**config.mk**
```make
export PLATFORM = sky130hd
export DESIGN_NAME = alu_seq_scheduler
export DESIGN_NICKNAME = d
export VERILOG_FILES = /design/src/rtl/alu_sched_pkg.sv /design/src/rtl/alu_seq_scheduler_rr_arbiter.sv /design/src/rtl/alu_seq_scheduler.sv
export SDC_FILE = /design/constraint.sdc
export NUM_CORES = 1
export LEC_CHECK = 0
export BUFFER_PORTS_ARGS = -buffer_cell sky130_fd_sc_hd__buf_2
export CORE_AREA = 2 2 208 210
export CTS_CLUSTER_DIAMETER = 200
export DETAILED_ROUTE_END_ITERATION = 8
export DIE_AREA = 0 0 210 212
export GPL_TIMING_DRIVEN = 0
export MAX_ROUTING_LAYER = met4
export SYNTH_ARGS = -nofsm -noshare
export SYNTH_HDL_FRONTEND = slang
export SYNTH_HIERARCHICAL = 1
export SYNTH_SLANG_ARGS = --single-unit
```
**constraint.sdc**
```tcl
create_clock -name clk -period 5 [get_ports clk]
set_clock_uncertainty 0.2 [all_clocks]
set_input_delay 0.25 -clock clk [delete_from_list [all_inputs] [get_ports clk]]
set_output_delay 0.25 -clock clk [all_outputs]
set_load 0.005 [all_outputs]
```
**src/rtl/alu_sched_pkg.sv**
```systemverilog
// Shared types and ALU opcode encodes for the sequential-path scheduler.
// The opcode values must match the ones decoded by the alu instance.
package alu_sched_pkg;

    localparam int STATE_W = 3;

    typedef enum logic [STATE_W-1:0] {
        IDLE      = 3'd0,
        ISSUE     = 3'd1,
        LAUNCH    = 3'd2,
        WAIT_DONE = 3'd3,
        RESP      = 3'd4
    } sched_state_t;

    localparam logic [3:0] ALU_OP_SLL = 4'd5;
    localparam logic [3:0] ALU_OP_SRL = 4'd6;
    localparam logic [3:0] ALU_OP_MUL = 4'd7;

endpackage

```
**src/rtl/alu_seq_scheduler_rr_arbiter.sv**
```systemverilog
// Round-robin arbiter: grants the first requester at or after the pointer.
// Produces a one-hot grant, its index and an any-request flag.
module rr_arbiter #(
    parameter  int NUM_REQ = 2,
    localparam int IDX_W   = $clog2(NUM_REQ)
) (
    input  logic [NUM_REQ-1:0] req,
    input  logic [IDX_W-1:0]   ptr,
    output logic [NUM_REQ-1:0] grant,
    output logic [IDX_W-1:0]   idx,
    output logic               any
);

    always_comb begin
        logic [IDX_W-1:0] slot;
        grant = '0;
        idx   = '0;
        any   = 1'b0;
        slot  = '0;
        for (int k = 0; k < NUM_REQ; k++) begin
            slot = IDX_W'((int'(ptr) + k) % NUM_REQ);
            if (!any && req[slot]) begin
                any         = 1'b1;
                grant[slot] = 1'b1;
                idx         = slot;
            end
        end
    end

endmodule

```
**src/rtl/alu_seq_scheduler.sv**
```systemverilog
// Shares the ALU multi-cycle path (SRL/SLL/MUL) between issue slots: round-robin
// grant, one-cycle start pulse, completion/watchdog tracking and a tagged response.
//
// state     | meaning
// IDLE      | waiting for a request; grant and latch operands on handshake
// ISSUE     | alu_enable_seq pulse, watchdog cleared
// LAUNCH    | gives the ALU one cycle to leave its idle state
// WAIT_DONE | waiting for alu_idle or watchdog expiry
// RESP      | one-cycle tagged response to the granted slot
module alu_seq_scheduler
    import alu_sched_pkg::*;
#(
    parameter  int OPERAND_WIDTH    = 64,
    parameter  int OPCODE_ALU_WIDTH = 4,
    parameter  int NUM_REQ          = 2,
    parameter  int TIMEOUT_CYCLES   = 128,
    localparam int IDX_W            = $clog2(NUM_REQ),
    localparam int WD_W             = $clog2(TIMEOUT_CYCLES)
) (
    input  logic                                 clk,
    input  logic                                 rst_n,
    input  logic [NUM_REQ-1:0]                   req_valid,
    output logic [NUM_REQ-1:0]                   req_ready,
    input  logic [NUM_REQ*OPERAND_WIDTH-1:0]     req_operand_1,
    input  logic [NUM_REQ*OPERAND_WIDTH-1:0]     req_operand_2,
    input  logic [NUM_REQ*OPCODE_ALU_WIDTH-1:0]  req_op_code,
    output logic [OPERAND_WIDTH-1:0]             alu_operand_1,
    output logic [OPERAND_WIDTH-1:0]             alu_operand_2,
    output logic [OPCODE_ALU_WIDTH-1:0]          alu_op_code,
    output logic                                 alu_enable_seq,
    input  logic                                 alu_idle,
    input  logic [OPERAND_WIDTH-1:0]             alu_result,
    output logic                                 rsp_valid,
    output logic [IDX_W-1:0]                     rsp_id,
    output logic [OPERAND_WIDTH-1:0]             rsp_result,
    output logic                                 rsp_timeout,
    output logic                                 busy
);

    localparam logic [WD_W-1:0] WD_LAST = WD_W'(TIMEOUT_CYCLES - 1);
    localparam logic [WD_W-1:0] WD_MAX  = '1;
    localparam logic [IDX_W-1:0] IDX_LAST = IDX_W'(NUM_REQ - 1);

    sched_state_t state, state_nxt;

    logic [NUM_REQ-1:0]          arb_grant;
    logic [IDX_W-1:0]            arb_idx;
    logic                        arb_any;
    logic [IDX_W-1:0]            rr_ptr;
    logic [IDX_W-1:0]            gnt_idx;
    logic [OPERAND_WIDTH-1:0]    op1_q, op2_q, res_q;
    logic [OPCODE_ALU_WIDTH-1:0] opc_q;
    logic                        timeout_q;
    logic [WD_W-1:0]             watchdog;
    logic                        wd_expired;

    logic [OPERAND_WIDTH-1:0]    slot_op1 [NUM_REQ];
    logic [OPERAND_WIDTH-1:0]    slot_op2 [NUM_REQ];
    logic [OPCODE_ALU_WIDTH-1:0] slot_opc [NUM_REQ];

    for (genvar i = 0; i < NUM_REQ; i++) begin : g_unpack
        assign slot_op1[i] = req_operand_1[i*OPERAND_WIDTH +: OPERAND_WIDTH];
        assign slot_op2[i] = req_operand_2[i*OPERAND_WIDTH +: OPERAND_WIDTH];
        assign slot_opc[i] = req_op_code[i*OPCODE_ALU_WIDTH +: OPCODE_ALU_WIDTH];
    end

    rr_arbiter #(.NUM_REQ(NUM_REQ)) u_arb (
        .req   (req_valid),
        .ptr   (rr_ptr),
        .grant (arb_grant),
        .idx   (arb_idx),
        .any   (arb_any)
    );

    assign wd_expired = (watchdog == WD_LAST);

    always_ff @(posedge clk or negedge rst_n) begin
        if (!rst_n) state <= IDLE;
        else        state <= state_nxt;
    end

    always_comb begin
        state_nxt      = state;
        req_ready      = '0;
        alu_enable_seq = 1'b0;
        rsp_valid      = 1'b0;
        case (state)
            IDLE: begin
                req_ready = arb_grant;
                if (arb_any) state_nxt = ISSUE;
            end
            ISSUE: begin
                alu_enable_seq = 1'b1;
                state_nxt      = LAUNCH;
            end
            LAUNCH:    state_nxt = WAIT_DONE;
            WAIT_DONE: if (alu_idle || wd_expired) state_nxt = RESP;
            RESP: begin
                rsp_valid = 1'b1;
                state_nxt = IDLE;
            end
            default:   state_nxt = IDLE;
        endcase
    end

    // Watchdog counts from LAUNCH, so an abort answers TIMEOUT_CYCLES cycles after LAUNCH.
    always_ff @(posedge clk or negedge rst_n) begin
        if (!rst_n) begin
            rr_ptr    <= '0;
            gnt_idx   <= '0;
            op1_q     <= '0;
            op2_q     <= '0;
            opc_q     <= '0;
            res_q     <= '0;
            timeout_q <= 1'b0;
            watchdog  <= '0;
        end else begin
            case (state)
                IDLE: if (arb_any) begin
                    op1_q   <= slot_op1[arb_idx];
                    op2_q   <= slot_op2[arb_idx];
                    opc_q   <= slot_opc[arb_idx];
                    gnt_idx <= arb_idx;
                    rr_ptr  <= (arb_idx == IDX_LAST) ? '0 : arb_idx + IDX_W'(1);
                end
                ISSUE: begin
                    watchdog  <= '0;
                    res_q     <= '0;
                    timeout_q <= 1'b0;
                end
                LAUNCH: if (watchdog != WD_MAX) watchdog <= watchdog + WD_W'(1);
                WAIT_DONE: begin
                    if (watchdog != WD_MAX) watchdog <= watchdog + WD_W'(1);
                    if (alu_idle) begin
                        res_q     <= alu_result;
                        timeout_q <= 1'b0;
                    end else if (wd_expired) begin
                        res_q     <= '0;
                        timeout_q <= 1'b1;
                    end
                end
                default: ;
            endcase
        end
    end

    assign busy          = (state != IDLE);
    assign alu_operand_1 = busy ? op1_q : '0;
    assign alu_operand_2 = busy ? op2_q : '0;
    assign alu_op_code   = busy ? opc_q : '0;
    assign rsp_id        = rsp_valid ? gnt_idx : '0;
    assign rsp_result    = rsp_valid ? res_q : '0;
    assign rsp_timeout   = rsp_valid & timeout_q;

endmodule
```
---- Word-level counts from Yosys, hierarchy flattened ----
Cells that the tools add are included.
cells by class
  add/sub/neg operators ................... 3
  $lt $le $gt $ge ......................... 5
  equal/unequal tests ..................... 10
  multiplexer cells ....................... 43
  bitwise gates (word level) .............. 3
  reductions and logical operators ........ 14
operators by type and width
  cell                                                         number
  two-way mux 64 bit                                           11
  case mux 64 bit (2 select lines)                             1
  two-way mux 1 bit                                            16
  two-way mux 4 bit                                            4
  case mux 7 bit (2 select lines)                              1
  case mux 3 bit (4 select lines)                              1
  AND reduction 2 bit                                          4
  adder 7 x 1 -> 7 bit (second input constant)                 1
  equality test 7 bit (second input constant)                  1
  two-way mux 7 bit                                            1
  != test 7 bit (second input constant)                        1
  equality test 3 x 2 -> 1 bit (second input constant)         2
  two-way mux 2 bit                                            3
  two-way mux 3 bit                                            2
  less-than comparator 1 x 2 -> 1 bit (second input constant)  2
  != test 2 bit (second input constant)                        2
  nonzero test 2 bit                                           2
  equality test 3 x 1 -> 1 bit (second input constant)         1
  equality test 3 bit (second input constant)                  1
  logical AND 1 bit                                            3
  logical NOT 3 bit                                            1
  != test 3 bit (second input constant)                        1
  nonzero test 3 bit                                           1
  adder 1 bit (second input constant)                          2
  other kinds (11)                                             13
word-level totals
  flip-flop bits (word level) ............. 209
  bits of input ports ..................... 333
  output and inout bits ................... 203
  logic and storage cells ................. 87

---- Logic depth before layout (Yosys ltp) ----
Gate-level depths: netlist (run 1).
  depth after elaboration ................. 10
  gate-level depth with buffers ........... 8
  gate-level depth less buffers ........... 4

---- Cells and area by module ----
Netlist (run 1), hierarchy kept.
modules (own cells, without submodules)
  module             times used  cells an instance  area each (sq um)  sequential area each (sq um)
  alu_seq_scheduler  1           1164               10903.0            5230.0
  rr_arbiter         1           5                  32.5               0.0

---- Worst setup path before layout (run 1) ----
Ideal clock, no wire load.
  path type ............................... reg-to-reg
  start ................................... reg state[0]
  end ..................................... reg gnt_idx
  setup time .............................. 125 ps
  data arrival time ....................... 1669 ps
  data required time ...................... 4675 ps
  path slack .............................. 3006 ps
  cell stages (with the launch flop) ...... 7
  buffers on the path ..................... 4
  period minus slack after synthesis ...... 1994 ps
  cell sequence ........................... dfrtp_1 buf_6 or4b_1 buf_2 buf_6 buf_6 mux2_4
on the way
  longest elaborated chain between the ends .. 2
ends and longest elaborated chain
  item                           line                      text
  start, declared                alu_seq_scheduler.sv:44   sched_state_t state, state_nxt;
  start signal, assigned         alu_seq_scheduler.sv:79   else state <= state_nxt;
  logical NOT 3 bit              alu_seq_scheduler.sv:118  case (state)
  AND reduction 2 bit (no line)  -
  end signal, assigned           alu_seq_scheduler.sv:123  gnt_idx <= arb_idx;
  end, declared                  alu_seq_scheduler.sv:50   logic [IDX_W-1:0] gnt_idx;
No other way between the ends.
A chain may end at the register's enable or synchronous reset.

---- Worst setup path in the final report (run 1) ----
  start ................................... reg state[0]
  end ..................................... out alu_operand_2[51]
on the way
  longest elaborated chain between the ends .. 2
ends and longest elaborated chain
  item                line                      text
  nonzero test 3 bit  alu_seq_scheduler.sv:147  assign busy = (state != IDLE);
  two-way mux 64 bit  alu_seq_scheduler.sv:149  assign alu_operand_2 = busy ? op2_q : '0;
  end, declared       alu_seq_scheduler.sv:28   output logic [OPERAND_WIDTH-1:0] alu_operand_2,
No other way between the ends.

==> impl_results.md, run 1 <==
- Setup_tns: 0 ns
- DR WL/cell: 17.98 um
- Max-slew violations: 0
- Initial DRC count: 745
- Status: complete, no violations
- Static leakage: 9.251 nW
- Post-synth top area cell: dfrtp_1
- Vias in the first global route: 12870
- Ys Warns: 6
- Crit path max fanout: 10
- Internal power: 5.352 mW
- Placed Instance Area: 14330 sq um
- Syn_area_per_cell: roughly 9.4 sq um
- Final hold viol count: 0
- Max cap viols: 0
- Syn Std Cell Area: 10940 sq um
- Clock power frac: 0.196
- Share of cells above drive strength 1: 0.2842
- Antenna Violating Nets Remaining: 0
- FF+latch count, synth: 209
- Largest net degree at the start of global routing: roughly 110
- Kind of critical path: reg2out
- Setup slack after layout: ~1.0 ns
- Worst EP arrival: 3.54 ns
- Drt via density: 4.727
- Fin nets: 2400
- Synthesis-to-finish area growth: 68.78%
- Total Die Area: 44520 sq um
- Period utilization: 0.7972
- Clock sinks: 209
- EDFF count, synth: 0
- Final setup viols: 0
- Clk_lat worst skew: 0.54 ns
- Total power: ~8.8 mW
- Normalized max-slew margin: 0.2896
- Max VDD drop: 0.2979 mV
- Worst R2R Path Depth: 8
- I/O Pins: about 540
- Clock root cell: clkbuf_16
- Post-CTS resize count: 0
- Initial Utilization: 0.2573
- Synth Instances: 1169
- Initial antenna violation count: 9
- Routability Congestion: 0.8721
- Min Hold Slack: 0.1244 ns
- Critical Path End Type: output port
- TritonCTS Buffers: 25
- Chip height: 212 um
- Largest cells by area after synthesis: dfrtp_1 (48%), mux2i_1 (12%), nor2b_1 (7.7%)
- Total Routing Usage GR: 0.2084
- Num rows: 76
- Final Cell Area: 18460 sq um
- Buffers added on ports: 535
- Critical R2R Launch: rr_ptr
- Layout fillers: 4022
- Die Wd: 210 um
- Sequential share of power: 0.328
- Logic pwr share: 0.476
- First-pass DRT Iterations: 5
- Most frequent cells in the layout: buf_2 (537), dlygate4sd3_1 (334), dfrtp_1 (209)
- Sw frac: 0.3944
- Beginning of the critical path: state[0]
- Async S/R FF share, synth: 1.000
- R2r setup slk: 1.54 ns
- DR vias: ~12000
- Min cycle time layout: approximately 4.0 ns
- Area of the core: 42510 sq um
- GRT overflow: 0
- Power Dens Cells: 478.8 nW/um^2
- Drt drc: 0
- Fmax: 250.9 MHz
- Routed WL: 47400 um
- CP required: 4.55 ns
- Worst reg2reg path endpoint: op1_q[4]
- Register area share after synthesis: 0.4783
- First-pass GRT wire length: ~70000 um
- Clk slew on worst S/H paths: 0.06 ns
- Synth Net Count: 1503
- Top_reg_cell synth: dfrtp_1
- Htree depth: 1
- Crit start category: flip-flop
- Clk buf depth: 3
- Hold/Removal Path Class: in2async
- Net switching power: 3.485 mW
- RSZ-0062 raised after global routing: false
- Worst Tran Pin Value: 1.066 ns
- Yosys cell types: 36
- Most common cell after layout, fill and taps aside: buf_2
- Detail Placement HPWL: between 30000 and 40000 um
- Setup WS pre-CTS: 1.567 ns
- Post-synth top area share: 0.4783
- CTS tree: done
area by class of cell:
class | count | area [sq um] | area share
clock inverters | 4 | 27.53 | 0.001491
well taps | 546 | 683.2 | 0.03701
flip-flops and latches | 209 | 5230 | 0.2834
repair buffers | 870 | 6058 | 0.3282
diodes | 8 | 20.02 | 0.001085
inverters | 3 | 11.26 | 0.0006101
plain buffers | 106 | 529.3 | 0.02868
clock buffers | 40 | 732.0 | 0.03966
multi-input cells | 851 | 5165 | 0.2798
power groups by stage:
stage,combinational (mW),sequential (mW),clock (mW)
2_1_floorplan,2.26,2.77,0
3_3_place_gp,3.76,2.87,0
3_5_place_dp,3.82,2.90,0
4_1_cts,4.17,2.88,1.79
5_1_grt,4.64,2.99,1.85
6_report,4.21,2.90,1.73
metrics by stage:
stage | utilization | instances
after global placement | 0.3363 | 2250
final | 0.4342 | 2637
after detailed placement | 0.3372 | 2251
after global routing | 0.4342 | 2636
after CTS | 0.4335 | 2628
after floorplan | - | 1169
Yosys cell counts, types with 7 or more instances:
| master | number |
|---|---|
| dfrtp_1 | 209 |
| nand2_1 | 201 |
| nor2b_1 | 134 |
| mux2i_1 | 132 |
| o21ai_1 | 129 |
| clkbuf_1 | 83 |
| o21ai_0 | 70 |
| and3_1 | 69 |
| a22oi_1 | 63 |
| buf_6 | 17 |
| a21oi_1 | 10 |
| nor2_1 | 7 |
worst max-delay path by stage:
stage	to	slack [ns]	cells after the start
after floorplan	gnt_idx	3.01	6
after global placement	op2_q[41]	-0.27	1
after detailed placement	alu_operand_2[51]	1.57	6
after CTS	alu_operand_2[51]	0.98	6
after global routing	alu_operand_2[51]	0.98	6
final	alu_operand_2[51]	1.01	6
metal layers:
metal  wire length, um  part of all wire  track usage  vias to the layer above
met5                 0                 0            -                        -
met4              2172             0.046      0.09024                        0
met3              3073             0.065      0.04742                      125
met2             23000              0.49       0.3535                      555
met1             19150              0.40       0.2370                     5944
li1                  -                 -            -                     5842
critical path: stages (launching register included):
cell	delay (ns)
dfrtp_1	0.37
buf_6	0.13
nor3_2	0.82
clkbuf_1	0.86
clkbuf_1	0.43
nor2b_1	0.20
buf_2	0.17
kinds of logic after synthesis:
family	synth area share
fa+ha+maj	0.001144
buf+inv	0.04943
simple gates	0.2002
mux	0.1222
compound gates	0.1487
flops	0.4783
flip-flops by register name (all words and copies together), names as in the netlist:
| name | cells |
|---|---|
| rr_ptr | 1 |
| timeout_q | 1 |
| opc_q | 4 |
| op2_q | 64 |
| watchdog | 7 |
| gnt_idx | 1 |
| state | 3 |
| res_q | 64 |
| op1_q | 64 |
timing repair:
action | CTS | global route
setup endpoints to repair | 0 | 0
hold buffers | 333 | 1
endpoints found under the hold margin | 297 | 1
setup buffers | 0 | 0
(Power assumes the default switching activity.)
==> run 2: changes to the inputs <==
Clock period 5 ns to 3.5 ns, I/O delays scaled along.
==> run 2 against run 1 <==
- routed wire length up 0.10%
- global-route usage about the same
- sequential share of layout area about the same
- critical path type unchanged
- critical endpoint unchanged
- register-to-register slack worse by 1.3 ns
- worst hold slack worse by 0.073 ns
- sequential power up 43%
==> impl_results.md, run 2 (synthesis results as in run 1) <==
- Layout Utilization: 0.4345 (was 0.4342)
- Total Die Area: 44520 sq um (unchanged)
- Clk_lat worst skew: 0.55 ns (was 0.54 ns)
- Power Dens Cells: 683.8 nW/um^2 (was 478.8 nW/um^2)
- Placed Instance Area: 14330 sq um (unchanged)
- DP Cell Count: 2251 (unchanged)
- Min cycle time layout: approximately 3.3 ns
- Initial DRC count: 726 (was 745)
- DR vias: 12470 (about the same)
- Min Hold Slack: 0.05190 ns (was 0.1244 ns)
- GRT overflow: 0 (unchanged)
- Fmax: 299.4 MHz
- Fin nets: 2400 (unchanged)
- Antenna Violating Nets Remaining: 0 (unchanged)
- DR WL/cell: 18.00 um (was 17.98 um)
- Layout fillers: 4027 (was 4022)
- CP required: 3.12 ns (was 4.55 ns)
- Kind of critical path: reg2out (unchanged)
- Static leakage: 9.273 nW (was 9.251 nW)
- Logic pwr share: 0.476 (about the same)
- Normalized max-slew margin: 0.3041 (was 0.2896)
- Sw frac: 0.3947 (was 0.3944)
- Status: complete, no violations (unchanged)
- Sequential share of power: 0.328 (about the same)
- Post-CTS setup repair buffer count: 0 (unchanged)
- Top Registers: op1_q (64), op2_q (64), res_q (64) (unchanged)
- RSZ-0062 raised after global routing: false (unchanged)
- First-pass DRT Iterations: 5 (unchanged)
- Worst EP arrival: 2.97 ns (was 3.54 ns)
- Max-slew violations: 0 (unchanged)
- Setup slack after layout: 0.1599 ns (was 1.014 ns)
- Clk slew on worst S/H paths: 0.06 ns (about the same)
- Area of the core: 42510 sq um (unchanged)
- Max cap viols: 0 (unchanged)
- TritonCTS Buffers: 25 (unchanged)
- Detail Placement HPWL: 32480 um (unchanged)
- Most common cell after layout, fill and taps aside: buf_2 (unchanged)
- Worst R2R Path Depth: 8 (unchanged)
- Crit path max fanout: 10 (unchanged)
- Htree depth: 1 (unchanged)
- Share of cells above drive strength 1: 0.2871 (was 0.2842)
- Chip height: 212 um (unchanged)
- Net switching power: 4.985 mW (was 3.485 mW)
- I/O Pins: 536 (unchanged)
- Final setup viols: 0 (unchanged)
- Total Routing Usage GR: 0.2087 (was 0.2084)
- Synthesis-to-finish area growth: 68.88% (was 68.78%)
- First-pass GRT wire length: 70660 um (was 70610 um)
- Setup_tns: 0 ns (unchanged)
- Clock power frac: 0.196 (about the same)
- Crit start category: flip-flop (unchanged)
- CTS tree: done (unchanged)
- Vias in the first global route: 12870 (about the same)
- Total power: 12.63 mW (was 8.837 mW)
- Clock sinks: 209 (unchanged)
- Clock root cell: clkbuf_16 (unchanged)
- Worst Tran Pin Value: 1.044 ns (was 1.066 ns)
- Final hold viol count: 0 (unchanged)
- Drt drc: 0 (unchanged)
- Critical Path End Type: output port (unchanged)
- Final Cell Area: 18470 sq um (was 18460 sq um)
- Hold/Removal Path Class: in2async (unchanged)
- Initial antenna violation count: 9 (unchanged)
- Drt via density: 4.731 (was 4.727)
- Routability Congestion: 0.8721 (unchanged)
- Num rows: 76 (unchanged)
- Max VDD drop: 0.4462 mV (was 0.2979 mV)
- Most frequent cells in the layout: buf_2 (537), dlygate4sd3_1 (334), dfrtp_1 (209) (unchanged)
- Initial Utilization: 0.2573 (unchanged)
- Clk buf depth: 3 (unchanged)
- Largest net degree at the start of global routing: 112 (unchanged)
- Setup WS pre-CTS: 0.1419 ns (was 1.567 ns)
- Internal power: 7.644 mW (was 5.352 mW)
- Die Wd: 210 um (unchanged)
- Period utilization: 0.9543
- Routed WL: 47450 um (was 47400 um)
- Buffers added on ports: 535 (unchanged)
- Non-Filler Instances: 2636 (was 2637)
## run 2: final timing paths
path / to / slack [ns] / startpoint
setup / recovery: alu_operand_2[51] / 0.16 / state[0]
hold / removal: op1_q[21] / 0.05 / rst_n
setup reg to reg: op2_q[46] / 0.21 / rr_ptr
hold reg to reg: op2_q[7] / 0.27 / op2_q[7]
max in group asynchronous: op2_q[7] / 1.97 / rst_n
min in group clk: res_q[23] / 0.21 / alu_result[23]
## run 2: what timing repair did
action / in CTS / in global routing
hold buffers: 334 / 0
endpoints found under the hold margin: 297 / 0
pin swaps: 0 / 0
resized for setup: 2 / 12
cloned: 0 / 0
endpoints found under the setup margin: 52 / 20
## run 2: power groups by stage
stage	clock network [mW]	logic (mW)	registers (mW)
floorplan	0	3.23	3.95
detailed placement	0	5.46	4.14
global route	2.65	6.63	4.27
finish	2.48	6.01	4.14
CTS	2.55	5.96	4.11
global placement	0	5.37	4.10
## run 2: layer usage
metal,global-route usage,vias up,part of all wire
met4,0.09660,0,0.048
met5,-,-,0
met2,0.3507,541,0.48
met3,0.04889,123,0.066
met1,0.2367,5966,0.40
li1,-,5842,-
## run 2: critical path, cell delays in order (launching register included)
cell,delay [ns]
dfrtp_1,0.37
buf_6,0.14
nor3_4,0.57
clkbuf_2,0.54
clkbuf_1,0.41
nor2b_1,0.21
buf_2,0.18
## run 2: area by class of cell
cell class / instances / area, sq um / share of cell area
Timing Repair Buffer: 870 / 6058 / 0.3280
Inverter: 3 / 11.26 / 0.0006098
Sequential cell: 209 / 5230 / 0.2832
Buffer: 106 / 536.8 / 0.02907
Antenna cell: 7 / 17.52 / 0.0009485
Clock buffer: 40 / 732.0 / 0.03963
Multi-Input combinational cell: 851 / 5171 / 0.2800
Clock inverter: 4 / 27.53 / 0.001491
Tap cell: 546 / 683.2 / 0.03699
